`src/rtl/vga_timing_pkg.sv`:
```
// Shared definitions for the VGA timing generator: default 640x480 geometry,
// pattern codes and the colour-bar palette.
package vga_timing_pkg;

  typedef enum logic [1:0] {
    PAT_WHITE   = 2'd0,
    PAT_BARS    = 2'd1,
    PAT_CHECKER = 2'd2,
    PAT_BLACK   = 2'd3
  } pattern_t;

  localparam int DEF_H_TOTAL = 96 + 48 + 640 + 16;
  localparam int DEF_V_TOTAL = 2 + 33 + 480 + 10;

  function automatic int axis_total(input int sync, input int bp, input int active, input int fp);
    return sync + bp + active + fp;
  endfunction

  // Left-to-right bar order; each channel is fully on or fully off.
  function automatic logic [23:0] bar_colour(input logic [2:0] idx);
    logic [23:0] rgb;
    case (idx)
      3'd0:    rgb = 24'hFFFFFF;
      3'd1:    rgb = 24'hFFFF00;
      3'd2:    rgb = 24'h00FFFF;
      3'd3:    rgb = 24'h00FF00;
      3'd4:    rgb = 24'hFF00FF;
      3'd5:    rgb = 24'hFF0000;
      3'd6:    rgb = 24'h0000FF;
      default: rgb = 24'h000000;
    endcase
    return rgb;
  endfunction

endpackage

```
`src/rtl/vga_axis_counter.sv`:
```
// Tick-enabled position counter for one display axis, laid out as
// sync, back porch, active, front porch, with window flags.
module vga_axis_counter
  import vga_timing_pkg::*;
#(
  parameter int SYNC   = 96,
  parameter int BP     = 48,
  parameter int ACTIVE = 640,
  parameter int FP     = 16,
  parameter int CW     = 11
) (
  input  logic          clk,
  input  logic          rst,
  input  logic          en,
  output logic [CW-1:0] count,
  output logic          sync_on,
  output logic          active,
  output logic [CW-1:0] pos
);

  localparam int            TOTAL   = axis_total(SYNC, BP, ACTIVE, FP);
  localparam logic [CW-1:0] LAST    = CW'(TOTAL - 1);
  localparam logic [CW-1:0] S_END   = CW'(SYNC);
  localparam logic [CW-1:0] A_START = CW'(SYNC + BP);
  localparam logic [CW-1:0] A_END   = CW'(SYNC + BP + ACTIVE);

  always_ff @(posedge clk or posedge rst) begin
    if (rst)
      count <= '0;
    else if (en)
      count <= (count == LAST) ? '0 : count + 1'b1;
  end

  assign sync_on = (count < S_END);
  assign active  = (count >= A_START) && (count < A_END);
  assign pos     = active ? count - A_START : '0;

endmodule

```
`src/rtl/vga_timing_gen.sv`:
```
// VGA sync/timing generator with a frame-synchronous test-pattern source.
// All outputs are registered on the pixel tick from the pre-increment counters.
module vga_timing_gen
  import vga_timing_pkg::*;
#(
  parameter int CLK_DIV  = 2,
  parameter int H_SYNC   = 96,
  parameter int H_BP     = 48,
  parameter int H_ACTIVE = 640,
  parameter int H_FP     = 16,
  parameter int V_SYNC   = 2,
  parameter int V_BP     = 33,
  parameter int V_ACTIVE = 480,
  parameter int V_FP     = 10,
  parameter bit SYNC_POL = 1'b1,
  parameter int CW       = 11
) (
  input  logic          clk,
  input  logic          rst,
  input  logic [1:0]    pattern_sel,
  output logic          HSync,
  output logic          VSync,
  output logic          de,
  output logic [CW-1:0] pix_x,
  output logic [CW-1:0] pix_y,
  output logic          frame_start,
  output logic [7:0]    Red,
  output logic [7:0]    Green,
  output logic [7:0]    Blue
);

  localparam int            H_TOTAL  = axis_total(H_SYNC, H_BP, H_ACTIVE, H_FP);
  localparam int            DW       = (CLK_DIV > 1) ? $clog2(CLK_DIV) : 1;
  localparam logic [DW-1:0] DIV_LAST = DW'(CLK_DIV - 1);
  localparam logic [CW-1:0] H_LAST   = CW'(H_TOTAL - 1);
  localparam logic [CW-1:0] BAR_LAST = CW'(H_ACTIVE / 8 - 1);

  logic [DW-1:0] div;
  logic          tick;
  logic [CW-1:0] h_count, v_count, h_pos, v_pos;
  logic          h_sync, v_sync, h_active, v_active;
  logic          at_origin, vis;
  pattern_t      pat_q, pat_now;
  logic [CW-1:0] bar_cnt;
  logic [2:0]    bar_idx;
  logic [23:0]   rgb_next;

  assign tick = (div == DIV_LAST);

  always_ff @(posedge clk or posedge rst) begin
    if (rst)
      div <= '0;
    else
      div <= tick ? '0 : div + 1'b1;
  end

  vga_axis_counter #(.SYNC(H_SYNC), .BP(H_BP), .ACTIVE(H_ACTIVE), .FP(H_FP), .CW(CW)) u_h (
    .clk     (clk),
    .rst     (rst),
    .en      (tick),
    .count   (h_count),
    .sync_on (h_sync),
    .active  (h_active),
    .pos     (h_pos)
  );

  vga_axis_counter #(.SYNC(V_SYNC), .BP(V_BP), .ACTIVE(V_ACTIVE), .FP(V_FP), .CW(CW)) u_v (
    .clk     (clk),
    .rst     (rst),
    .en      (tick && (h_count == H_LAST)),
    .count   (v_count),
    .sync_on (v_sync),
    .active  (v_active),
    .pos     (v_pos)
  );

  assign at_origin = (h_count == '0) && (v_count == '0);
  assign vis       = h_active && v_active;
  // A selection arriving on the sampling tick itself governs the new frame.
  assign pat_now   = at_origin ? pattern_t'(pattern_sel) : pat_q;

  // Bar position tracked with a width counter so no divider is needed.
  always_ff @(posedge clk or posedge rst) begin
    if (rst) begin
      bar_cnt <= '0;
      bar_idx <= '0;
    end else if (tick) begin
      if (!h_active) begin
        bar_cnt <= '0;
        bar_idx <= '0;
      end else if (bar_cnt == BAR_LAST) begin
        bar_cnt <= '0;
        bar_idx <= bar_idx + 1'b1;
      end else begin
        bar_cnt <= bar_cnt + 1'b1;
      end
    end
  end

  always_comb begin
    rgb_next = 24'h000000;
    if (vis) begin
      case (pat_now)
        PAT_WHITE:   rgb_next = 24'hFFFFFF;
        PAT_BARS:    rgb_next = bar_colour(bar_idx);
        PAT_CHECKER: rgb_next = (h_pos[5] ^ v_pos[5]) ? 24'h000000 : 24'hFFFFFF;
        default:     rgb_next = 24'h000000;
      endcase
    end
  end

  always_ff @(posedge clk or posedge rst) begin
    if (rst) begin
      HSync       <= ~SYNC_POL;
      VSync       <= ~SYNC_POL;
      de          <= 1'b0;
      pix_x       <= '0;
      pix_y       <= '0;
      frame_start <= 1'b0;
      {Red, Green, Blue} <= 24'h000000;
      pat_q       <= PAT_WHITE;
    end else begin
      frame_start <= tick && vis && (h_pos == '0) && (v_pos == '0);
      if (tick) begin
        HSync <= h_sync ? SYNC_POL : ~SYNC_POL;
        VSync <= v_sync ? SYNC_POL : ~SYNC_POL;
        de    <= vis;
        pix_x <= vis ? h_pos : '0;
        pix_y <= vis ? v_pos : '0;
        {Red, Green, Blue} <= rgb_next;
        if (at_origin)
          pat_q <= pat_now;
      end
    end
  end

endmodule
```
`config.mk`:
```
export PLATFORM = sky130hd
export DESIGN_NAME = vga_timing_gen
export DESIGN_NICKNAME = d
export VERILOG_FILES = /design/src/rtl/vga_timing_pkg.sv /design/src/rtl/vga_axis_counter.sv /design/src/rtl/vga_timing_gen.sv
export SDC_FILE = /design/constraint.sdc
export NUM_CORES = 1
export LEC_CHECK = 0
export CORE_AREA = 8 8 99 101
export DETAILED_ROUTE_END_ITERATION = 8
export DIE_AREA = 0 0 107 109
export PLACE_DENSITY = 0.83
export SLEW_MARGIN = 10
export SYNTH_ARGS = -nofsm -noshare
export SYNTH_HDL_FRONTEND = slang
export SYNTH_HIERARCHICAL = 1
export SYNTH_SLANG_ARGS = --single-unit
```
`constraint.sdc`:
```
create_clock -name clk -period 6.06 [get_ports clk]
set_input_delay 1.212 -clock clk [delete_from_list [all_inputs] [get_ports clk]]
set_output_delay 1.212 -clock clk [all_outputs]
set_load 0.005 [all_outputs]
```
==> Word-level counts from Yosys, hierarchy flattened <==
Cells that the tools add are included.
{ "word_totals": {"elab_cells": 75, "regBits": 89, "in_bits": 4, "output_inout_bits": 50} }
{ "op_classes": {"n_eq_ne": 12, "n_lt_le_gt_ge": 6, "n_mux": 18, "n_reduce_logical": 16, "bitwise_logic": 1, "add_sub_neg": 7} }
{ "ops": {"columns": ["op", "count"], "rows": [
  ["one-hot mux 24 bit (7 select lines)", 1],
  ["2-to-1 mux 11 bit", 8],
  ["one-hot mux 24 bit (3 select lines)", 1],
  ["2-to-1 mux 24 bit", 2],
  ["logical NOT 11 bit", 4],
  ["adder 11 x 1 -> 11 bit, second input constant", 3],
  ["equality test 11 x 10 -> 1 bit, second input constant", 2],
  ["less-than comparator 11 x 10 -> 1 bit, second input constant", 2],
  ["equality test 11 x 7 -> 1 bit, second input constant", 1],
  [">= comparator 11 x 6 -> 1 bit, second input constant", 1],
  [">= comparator 11 x 8 -> 1 bit, second input constant", 1],
  ["less-than comparator 11 x 2 -> 1 bit, second input constant", 1],
  ["less-than comparator 11 x 7 -> 1 bit, second input constant", 1],
  ["subtractor 11 x 6 -> 11 bit, second input constant", 1],
  ["subtractor 11 x 8 -> 11 bit, second input constant", 1],
  ["equality test 3 bit, second input constant", 3],
  ["logical AND 1 bit", 8],
  ["equality test 3 x 2 -> 1 bit, second input constant", 2],
  ["2-to-1 mux 3 bit", 2],
  ["AND reduction 2 bit", 2],
  ["adder 3 x 1 -> 3 bit, second input constant", 1],
  ["equality test 3 x 1 -> 1 bit, second input constant", 1],
  ["logical NOT 3 bit", 1],
  ["2-to-1 mux 1 bit", 3],
  ["7 further kinds", 7]
]} }

==> Logic depth before layout (Yosys ltp) <==
Gate-level depths: netlist of run 1.
{ "depth": {"ltp_word": 7, "ltp_mapped": 11, "ltp_nobuf": 11} }

==> Modules after synthesis <==
Netlist of run 1, hierarchy kept.
{ "modules_own_cells": {"columns": ["module", "area_per_inst_um2", "cells_each", "instances", "seq_area_each_um2"], "rows": [
  ["vga_timing_gen", 2257.2, 201, 1, 1151.1],
  ["vga_axis_counter (u_v)", 947.2, 110, 1, 275.3],
  ["vga_axis_counter (u_h)", 833.3, 93, 1, 275.3]
]} }

==> Worst setup path before layout of run 1 <==
OpenSTA, ideal clock, no wires.
{ "synth_timing": {"path_type": "register to register", "startpoint": "register u_v.count[1]", "endpoint": "register Green[6]", "n_path_buf": 2, "setup_slack_ps": 3431, "path_stages_with_launch": 12, "required_time_ps": 5933, "t_arrival_ps": 2502, "synth_period_minus_slack_ps": 2629, "setup_ps": 127, "path_cell_list": "dfrtp_1 -> ha_1 -> clkbuf_1 -> nor4bb_1 -> a2111oi_4 -> buf_6 -> nor3_1 -> xor2_1 -> a21oi_1 -> mux2_4 -> a41oi_2 -> o2bb2ai_2"} }
{ "synth_via": {"elab_chain_cells": 7, "elab_cells_between_ends": 16, "classes_between": "add/sub (1); order compare (2); eq/ne (2); mux (5); bitwise (1); reduce/logical (5)"} }
{ "synth_rtl": {"columns": ["element", "line_no", "rtl"], "rows": [
  ["from (decl)", "vga_axis_counter.sv:15", "output logic [CW-1:0] count,"],
  ["from (signal assigned)", "vga_axis_counter.sv:31", "count <= (count == LAST) ? '0 : count + 1'b1;"],
  [">= comparator 11 x 6 -> 1 bit or less-than comparator 11 x 10 -> 1 bit (tied branches)", "vga_axis_counter.sv:35", "assign active = (count >= A_START) && (count < A_END);"],
  ["logical AND 1 bit", "vga_axis_counter.sv:35", null],
  ["2-to-1 mux 11 bit *", "vga_axis_counter.sv:36", "assign pos = active ? count - A_START : '0;"],
  ["named net v_pos[5]", "vga_timing_gen.sv:40", "logic [CW-1:0] h_count, v_count, h_pos, v_pos;"],
  ["XOR 1 bit *", "vga_timing_gen.sv:106", "PAT_CHECKER: rgb_next = (h_pos[5] ^ v_pos[5]) ? 24'h000000 : 24'hFFFFFF;"],
  ["2-to-1 mux 24 bit *", "vga_timing_gen.sv:106", null],
  ["one-hot mux 24 bit (3 select lines) *", "vga_timing_gen.sv:103", "case (pat_now)"],
  ["2-to-1 mux 24 bit *", "vga_timing_gen.sv:102", "if (vis) begin"],
  ["to (signal assigned)", "vga_timing_gen.sv:130", "{Red, Green, Blue} <= rgb_next;"],
  ["to (decl)", "vga_timing_gen.sv:28", "output logic [7:0] Green,"]
]} }
The timed path passes the listed nets; every way through them passes the cells marked *.
A chain may end at the register's enable or synchronous reset.

==> Worst setup path in the final report of run 1 <==
{ "layout_timing": {"startpoint": "register u_v.count[1]", "endpoint": "register Blue[6]"} }
{ "layout_via": {"elab_chain_cells": 7, "elab_cells_between_ends": 16, "classes_between": "add/sub (1); order compare (2); eq/ne (2); mux (5); bitwise (1); reduce/logical (5)"} }
{ "layout_rtl": {"columns": ["element", "line_no", "rtl"], "rows": [
  [">= comparator 11 x 6 -> 1 bit or less-than comparator 11 x 10 -> 1 bit (tied branches)", "vga_axis_counter.sv:35", null],
  ["logical AND 1 bit *", "vga_axis_counter.sv:35", null],
  ["named net v_active", "vga_timing_gen.sv:41", "logic h_sync, v_sync, h_active, v_active;"],
  ["2-to-1 mux 11 bit", "vga_axis_counter.sv:36", null],
  ["XOR 1 bit", "vga_timing_gen.sv:106", null],
  ["2-to-1 mux 24 bit", "vga_timing_gen.sv:106", null],
  ["one-hot mux 24 bit (3 select lines)", "vga_timing_gen.sv:103", null],
  ["2-to-1 mux 24 bit *", "vga_timing_gen.sv:102", null],
  ["to (signal assigned)", "vga_timing_gen.sv:130", null],
  ["to (decl)", "vga_timing_gen.sv:29", "output logic [7:0] Blue"]
]} }
Marks and branches as above.

==> reports/results.ini, run 1 <==
[yosys]
synth_ff_type=dfrtp_1
synthAdderAreaFrac=0.03719
synthXorXnorAreaFrac=0.06291
synth.distinct_cells=68
synth-seq-cells=68
synth_top_family_by_area=simple AND/OR/NAND/NOR gates
synth-compound-area-share=0.1425
synth_edf_count=0
synthDominantCellAreaShare=0.4214
synthTopCellsByArea=dfrtp_1 (42%), a22o_1 (4.8%), buf_4 (4.1%), ha_1 (3.7%), nor2_1 (3.5%)
syn-instance-count=404
synth_warnings=6
synth_mux_area_frac=0.03595
synth_nets=420
synthArstFlopShare=1.000
netlist_area_sq_um=4038
avgSynthCellArea_sq_um=9.994
yosys.area_share.simple=0.2138
seq_area_frac_synth=0.4214
yosysTopAreaCell=dfrtp_1

[place]
portBuffers=53
place_hpwl_um=6423
gp_congestion=0.9208
pre_cts_ws_ns=2.965

[clock_network]
cts.hold.buffers_added=0
cts_inserted_buffers=9
clockBufferDepth=2
clock_latency_ns=0.34
htreeDepth=3
ctsResizeCount=0
clk_pin_slew_ns=0.07
clock-sinks=68
cts-root-buf=clkbuf_8
cts_tree=yes
cts_setup_buffers=0

[critical_path]
slowest_delay_ns=0.75
crit_chain=ha_1 > nor4bb_1 > a2111oi_4 > nor2_1 > and3_1 > o211ai_1 > o2bb2ai_1
startpoint=u_v/count[1]
cp_max_fo=25
rr_worst_depth=7
cp-endpoint=Blue[6]
arrival_ns=3.41
r2r_end=Blue[6]
reg2reg_slack_ns=2.91
reg2reg_from=u_v/count[1]
path_class=flip-flop to flip-flop
critPathLaunchType=flip-flop
end_kind=flip-flop
slowest_stage=and3_1
required_ns=6.32

[floorplan]
rows=34
start_util=0.4818
ioPinCount=54
core_area_sq_um=8381
dieArea_sq_um=11660
dieHeight_um=109
dieWidth_um=107

[final_layout]
multiInputGateArea_sq_um=1988
nFillCells=703
num-nets-final=437
final_layout_size_suffix_gt1_frac=0.09390
final-seq-area_sq_um=1702
syn_to_final_growth_pct=13.67
antenna_cells=0

[sta]
slew_headroom=0.2960
tightestPinTransition_ns=1.056
slew_viol_final=0
skew_ns=0.009550
rsz0062_at_grt=false
finalHoldViolCount=0
max_freq_ghz=0.3176
setup_viol=0
setup_slack_ns=2.911
min_period_over_period=0.5197
timing.setup.tns_ns=0
fin_crit_ns=3.149

[routing]
drcViolationCount=0
routedWlPerCell_um=16.64
dr.pass1.iters=4
vias_per_cell=5.775
drtAntennaViolNets=0
wirelength_met1_um=3926
wirelength_um=8887
num_vias=3084
wl_met2_um=4089
wl_met3_um=668
drtIter0Drc=282
routed.top_layer=met4

[global_routing]
grt_max_degree=47
antenna_found_initial=0
grtUsageTotal=0.1574
grt_overflow=0
first_global_vias=2984
grt_pass1_wl_um=14750

[outcome]
run_status=completed

[power]
ir_drop_mv=0.1056
p_per_area_nw_per_um2=175.3
leakagePower_uw=0.001970

[min_path]
hp-class=flip-flop to flip-flop

[run]
drv_cap=0

==> cell usage in the layout, fill, tap and decap left out, types with 3 or more instances in the layout <==
| cell type | instances |
|---|---|
| inv_1 | 13 |
| xnor2_1 | 14 |
| a22o_1 | 22 |
| nor4_1 | 12 |
| nand2_1 | 26 |
| dfrtp_1 | 68 |
| mux2_2 | 4 |
| ha_1 | 12 |
| clkdlybuf4s50_1 | 53 |
| a31oi_1 | 3 |
| clkinvlp_4 | 4 |
| clkbuf_8 | 10 |
| nor3_1 | 15 |
| o41ai_1 | 3 |
| o31ai_1 | 3 |
| and3_1 | 5 |
| nand4_1 | 10 |
| nor2_1 | 38 |
| nand3_1 | 13 |
| a211oi_1 | 3 |
| xor2_1 | 15 |
| or3_1 | 4 |
| and2_1 | 4 |
| a21oi_1 | 6 |
| and4_1 | 3 |
| mux2i_1 | 7 |
| o21ai_0 | 7 |
==> layer usage <==
layer | track usage | up-vias
met2 | 0.2433 | 113
met1 | 0.2012 | 1484
met4 | 0.07739 | 0
met5 | 0 | -
met3 | 0.04137 | 15
li1 | - | 1472
==> critical path, delay by kind of cell, from the launching register on <==
kind | cells | cell delay (ns)
AND/OR/NAND/NOR | 3 | 1.37
flip-flops | 1 | 0.56
AO/OA/AOI/OAI | 3 | 0.73
adder cells (fa/ha/maj) | 1 | 0.39
==> cell type report <==
cell class / instances / area share
clock buffers: 10 / 0.02999
clock inverters: 6 / 0.008724
inverters: 15 / 0.01227
multi-input cells: 274 / 0.4332
flip-flops and latches: 68 / 0.3708
well taps: 108 / 0.02944
repair buffers: 53 / 0.1156
==> kinds of logic after synthesis <==
| logic type | count (synthesis) |
|---|---|
| buffers and inverters | 62 |
| XOR/XNOR | 29 |
| AO/OA/AOI/OAI | 68 |
| AND/OR/NAND/NOR | 152 |
| multiplexers | 13 |
| adder cells (fa/ha/maj) | 12 |
| flip-flops | 68 |
==> metrics by stage <==
stage          instances  hold WS, ns  area (sq um)  total power, uW    util
3_3_place_gp         518       0.4654          4412            479.3  0.5264
4_1_cts              534       0.4976          4589            816.8  0.5476
6_report             534       0.4943          4589            804.7  0.5476
5_1_grt              534       0.5128          4589            836.2  0.5476
3_5_place_dp         518       0.4811          4412            479.8  0.5264
2_1_floorplan        404       0.4775          4038            473.8       -
==> flip-flops by register name (all words and copies together), names as in the netlist <==
name	count
frame_start	1
pix_y	11
u_h/count	11
pat_q	2
Blue	1
Green	1
div	1
u_v/count	11
VSync	1
pix_x	11
HSync	1
Red	1
bar_cnt	11
de	1
bar_idx	3
==> synth_stat cells (5+ instances only) <==
library cell	number
nand4_1	10
inv_1	14
and3_1	5
a22o_1	22
dfrtp_1	68
nand2_1	26
clkbuf_1	11
nor3_1	15
o21ai_0	7
nor4_1	12
xor2_1	15
buf_2	7
xnor2_1	14
nand3_1	13
a21oi_1	6
nor2_1	38
ha_1	12
buf_4	22
mux2i_1	7
==> how the worst min path moves through the flow <==
stage	start	end	slack, ns	depth (start not counted)
3_5_place_dp	de	de	0.48	1
3_3_place_gp	de	de	0.47	1
6_report	de	de	0.49	1
2_1_floorplan	de	de	0.48	1
4_1_cts	de	de	0.50	1
5_1_grt	de	de	0.51	1
==> report_power, final <==
part	internal, uW	switching [uW]
clock	158	177
combinational	4.17	11.3
sequential	454	0.620
total	616	189
No activity file was read; power rests on OpenSTA's default activity.
==> run 2: changes to the inputs <==
Settings changed: PLACE_DENSITY 0.83 to 0.86.
Clock period 6.06 ns to 2.5 ns, I/O delays scaled along.
==> reports/results.ini, run 2 (synthesis gave the netlist of run 1 again) <==
[sta]
tightestPinTransition_ns=0.5319  ; -0.5242 ns
setup_slack_ns=0.08562  ; -2.825 ns
timing.hold.ws_ns=0.4992  ; +0.004837 ns
setup_viol=0  ; unchanged
min_period_over_period=0.9658  ; +0.4461
max_freq_ghz=0.4142  ; +30%
slew_viol_final=0  ; unchanged
slew_headroom=0.6404  ; +0.3444
rsz0062_at_grt=false
finalHoldViolCount=0  ; unchanged
skew_ns=0.01042  ; +0.0008657 ns
fin_crit_ns=2.414  ; -0.7347 ns

[floorplan]
dieHeight_um=109  ; unchanged
core_area_sq_um=8381  ; unchanged
rows=34  ; unchanged
dieArea_sq_um=11660  ; unchanged
dieWidth_um=107  ; unchanged
start_util=0.4818  ; unchanged
ioPinCount=54  ; unchanged

[final_layout]
antenna_cells=0  ; unchanged
final_layout_size_suffix_gt1_frac=0.1875  ; +0.09360
final_core_util=0.5950  ; +0.04733
num-nets-final=475  ; +8.7%
final_cell_mix=dfrtp_1 (68), clkdlybuf4s50_1 (53), buf_4 (38)
nFillCells=690  ; -1.8%
syn_to_final_growth_pct=23.49
layout_commonest_cell=dfrtp_1

[routing]
drtAntennaViolNets=0  ; unchanged
wirelength_um=9955  ; +12%
drcViolationCount=0  ; unchanged
drtIter0Drc=202  ; -28%
routedWlPerCell_um=17.40  ; +4.6%
vias_per_cell=5.825  ; +0.86%
dr.pass1.iters=5  ; +1
num_vias=3332  ; +8.0%

[critical_path]
reg2reg_slack_ns=0.09  ; -2.83 ns
cp-endpoint=Blue[6]
path_class=flip-flop to flip-flop
end_kind=flip-flop
arrival_ns=2.63  ; -0.78 ns
slowest_stage=a2111o_1
rr_worst_depth=8  ; +1
r2r_end=Blue[6]
crit_chain=a2111o_1 > a2111oi_4 > nor3_4 > xor2_2 > a21oi_1 > mux2_4 > a31oi_4 > o2bb2ai_2
slowest_delay_ns=0.52  ; -0.23 ns
critPathLaunchType=flip-flop
reg2reg_from=u_v/count[0]
startpoint=u_v/count[0]
cp_max_fo=4  ; -84%
required_ns=2.72  ; -3.60 ns

[global_routing]
grt_pass1_wl_um=16460  ; +12%
met3_usage=0.03783  ; -0.003546
grtUsageTotal=0.1758  ; +0.01836
first_global_vias=3305  ; +11%
grt_max_degree=21  ; -55%
grt_overflow=0  ; unchanged
use_met1=0.2129  ; +0.01170
busiest_layer=met2
grt_use_met2=0.2948  ; +0.05151
antenna_found_initial=0  ; unchanged

[run]
drv_cap=0  ; unchanged

[clock_network]
cts-root-buf=clkbuf_8
cts_inserted_buffers=9  ; unchanged
clk_pin_slew_ns=0.08  ; about the same
htreeDepth=3  ; unchanged
clock-sinks=68  ; unchanged
cts_tree=yes
clock_latency_ns=0.35  ; about the same
clockBufferDepth=2  ; unchanged

[power]
leakagePower_uw=0.002195  ; +11%
ir_drop_mv=0.2724  ; +160%
power.total_uw=2101  ; +160%
p_per_area_nw_per_um2=421.3  ; +140%

[place]
pre_cts_ws_ns=-0.008713  ; -2.974 ns
gp_congestion=0.9043  ; -1.8%
portBuffers=53  ; unchanged
place_hpwl_um=7226  ; +12%

[min_path]
hp-class=flip-flop to flip-flop

[outcome]
run_status=completed

-- run 2: final cells by class --
class | count | area, sq um | share of cell area
inverter | 15 | 56.30 | 0.01129
timing repair buffer | 91 | 815.8 | 0.1636
sequential | 68 | 1702 | 0.3413
clock inverter | 5 | 58.81 | 0.01179
clock buffer | 11 | 151.4 | 0.03036
tap | 108 | 135.1 | 0.02710
multi-input combinational | 274 | 2067 | 0.4146
-- run 2: worst min-delay path by stage --
stage	from	end	cells after the start
floorplan	rst	u_h/count[0]	1
finish	de	de	1
CTS	de	de	1
global route	pix_x[6]	pix_x[6]	1
global placement	de	de	1
detailed placement	de	de	1
-- run 2: repair_timing --
action / CTS / global route
buffers inserted: 0 / 2
hold buffers: 0 / 0
cloned: 0 / 0
resized for setup: 3 / 7
setup endpoints to repair: 2 / 4
pin swaps: 0 / 5
-- run 2: critical path, delay by kind of cell (launching register included) --
| family | cells | cell delay (ns) |
|---|---|---|
| compound gates | 5 | 1.32 |
| flops | 1 | 0.41 |
| mux | 1 | 0.31 |
| xor+xnor | 1 | 0.16 |
| simple gates | 1 | 0.09 |
-- run 2: report_power, final --
part	switching (uW)	leakage, uW	internal [uW]
Combinational	29.8	0.00117	13.3
Clock	438	0.000102	517
Sequential	1.79	0.000921	1100
-- run 2: metrics by stage --
step,setup TNS [ns],instance area (sq um),cells
after floorplan,-0.02418,4063,404
after global placement,0,4700,554
after detailed placement,-0.01023,4700,554
after CTS,0,4925,570
after global routing,0,4986,572
final,0,4986,572
-- run 2: layer usage --
metal	routed length, um	vias to the layer above
met3	541	11
li1	-	1547
met5	0	-
met4	203	0
met1	4364	1654
met2	4846	120
==> run 3: changes to the inputs <==
Settings changed: ABC_CLOCK_PERIOD_IN_PS set to 2500, CORE_AREA 8 8 99 101 to 5 5 96 98, DIE_AREA 0 0 107 109 to 0 0 101 103, DONT_BUFFER_PORTS set to 1, PLACE_DENSITY 0.86 to 0.77.
==> reports/results.ini, run 3 (synthesis gave the netlist of run 1 again) <==
[sta]
slew_headroom=0.6412  ; +0.0007640
skew_ns=0.01148  ; +0.001062 ns
max_freq_ghz=0.4235  ; +2.2%
rsz0062_at_grt=false
setup_slack_ns=0.1387  ; +0.05312 ns
finalHoldViolCount=0  ; unchanged
slew_viol_final=0  ; unchanged
setup_viol=0  ; unchanged
tightestPinTransition_ns=0.5307  ; -0.001131 ns
min_period_over_period=0.9445  ; -0.02125
fin_crit_ns=2.361  ; -0.05312 ns

[critical_path]
reg2reg_from=u_v/count[0]
rr_worst_depth=8  ; unchanged
cp-endpoint=Blue[6]
r2r_end=Blue[6]
cp_max_fo=4  ; unchanged
startpoint=u_v/count[0]
required_ns=2.73  ; about the same
reg2reg_slack_ns=0.14  ; +0.05 ns
arrival_ns=2.59  ; -0.04 ns
path_class=flip-flop to flip-flop
critPathLaunchType=flip-flop
end_kind=flip-flop

[place]
dp_cells=504  ; -9.0%
place_hpwl_um=6721  ; -7.0%
portBuffers=0  ; -100%
gp_congestion=0.9421  ; +4.2%
pre_cts_ws_ns=0.001523  ; +0.01024 ns

[global_routing]
grt_max_degree=29  ; +38%
first_global_vias=3125  ; -5.4%
antenna_found_initial=0  ; unchanged
grtUsageTotal=0.1893  ; +0.01354
grt_overflow=0  ; unchanged
grt_pass1_wl_um=15520  ; -5.7%

[final_layout]
antenna_cells=0  ; unchanged
final_cell_count_no_fill=522  ; -8.7%
final_layout_size_suffix_gt1_frac=0.2174  ; +0.02989
final-seq-area_sq_um=1703  ; about the same
final_core_util=0.5291  ; -0.06584
num-nets-final=425  ; -11%
multiInputGateArea_sq_um=2046  ; -1.0%
nFillCells=702  ; +1.7%
syn_to_final_growth_pct=9.823
layout_commonest_cell=dfrtp_1
final_cell_mix=dfrtp_1 (67), buf_4 (41), nor2_1 (37)

[min_path]
hp-class=primary input to asynchronous set/reset pin

[routing]
vias_per_cell=5.998  ; +3.0%
wl_met2_um=4455  ; -8.1%
drtAntennaViolNets=0  ; unchanged
wl_met3_um=571  ; +5.5%
routedWlPerCell_um=17.78  ; +2.1%
routed.top_layer=met4
wirelength_um=9279  ; -6.8%
dr.pass1.iters=4  ; -1
wirelength_met1_um=3926  ; -10%
drtIter0Drc=242  ; +20%
drcViolationCount=0  ; unchanged
num_vias=3131  ; -6.0%

[floorplan]
dieHeight_um=103  ; -5.5%
start_util=0.4818  ; unchanged
core_area_sq_um=8381  ; unchanged
rows=34  ; unchanged
dieArea_sq_um=10400  ; -11%
ioPinCount=54  ; unchanged
dieWidth_um=101  ; -5.6%

[clock_network]
htreeDepth=3  ; unchanged
clock-sinks=68  ; unchanged
clock_latency_ns=0.35  ; about the same
clk_pin_slew_ns=0.08  ; about the same
cts_inserted_buffers=9  ; unchanged
clockBufferDepth=2  ; unchanged
cts_tree=yes
cts-root-buf=clkbuf_8

[power]
switching_power_uw=477.4  ; +1.6%
ir_drop_mv=0.1837  ; -33%
p_int_uw=1502  ; -7.9%
clkPwrFrac=0.426  ; -0.029
leakagePower_uw=0.002000  ; -8.9%
p_per_area_nw_per_um2=446.4  ; +5.9%
power.total_uw=1979  ; -5.8%
combPwrFrac=0.018  ; -0.003
seq_power_share=0.557  ; +0.032
swShare=0.2412  ; +0.01750

[outcome]
run_status=completed

[run]
drv_cap=0  ; unchanged

==> run 3: layer usage <==
metal / up-vias / track usage
li1: 1461 / -
met1: 1524 / 0.2432
met2: 119 / 0.3038
met3: 27 / 0.04736
met4: 0 / 0.08282
met5: - / 0
==> run 3: through the flow <==
step                      hold slack [ns]  cell area (sq um)  setup TNS [ns]
final                             0.01126               4434               0
after global routing              0.01109               4434               0
after CTS                        0.008419               4379               0
after detailed placement           0.3935               4192               0
after global placement             0.3803               4192               0
after floorplan                    0.3524               4063        -0.02418
==> run 3: how the worst min path moves through the flow <==
stage,end,slack (ns)
2_1_floorplan,u_h/count[0],0.35
6_report,div,0.01
5_1_grt,pix_x[7],0.01
3_3_place_gp,VSync,0.38
4_1_cts,pix_x[7],0.008
3_5_place_dp,VSync,0.39
==> run 3: area by class of cell <==
cell class	instances	share of cell area
tap	108	0.03047
multi-input combinational	274	0.4613
sequential	68	0.3840
timing repair buffer	41	0.06941
inverter	15	0.01270
clock buffer	10	0.03104
clock inverter	6	0.01100
==> run 3: worst max-delay path: stages (launching register included) <==
cell	delay, ns
dfrtp_1	0.41
a2111o_1	0.52
a2111oi_4	0.45
nor3_4	0.08
xor2_2	0.16
a21oi_1	0.09
mux2_4	0.30
a31oi_2	0.16
o2bb2ai_1	0.08
==> run 3: power groups by stage <==
stage               logic [uW]  registers (uW)  clock network (uW)
floorplan                 24.9            1120                   0
global placement          34.4            1120                   0
detailed placement        36.1            1120                   0
CTS                       36.2            1100                 862
global route              41.7            1100                 910
finish                    34.9            1100                 842
==> run 3: timing repair <==
item | 4_1_cts | 5_1_grt
setup endpoints to repair | 1 | 5
pin swaps | 0 | 5
hold buffers | 0 | 0
gates resized for setup | 1 | 8
buffers inserted | 0 | 2
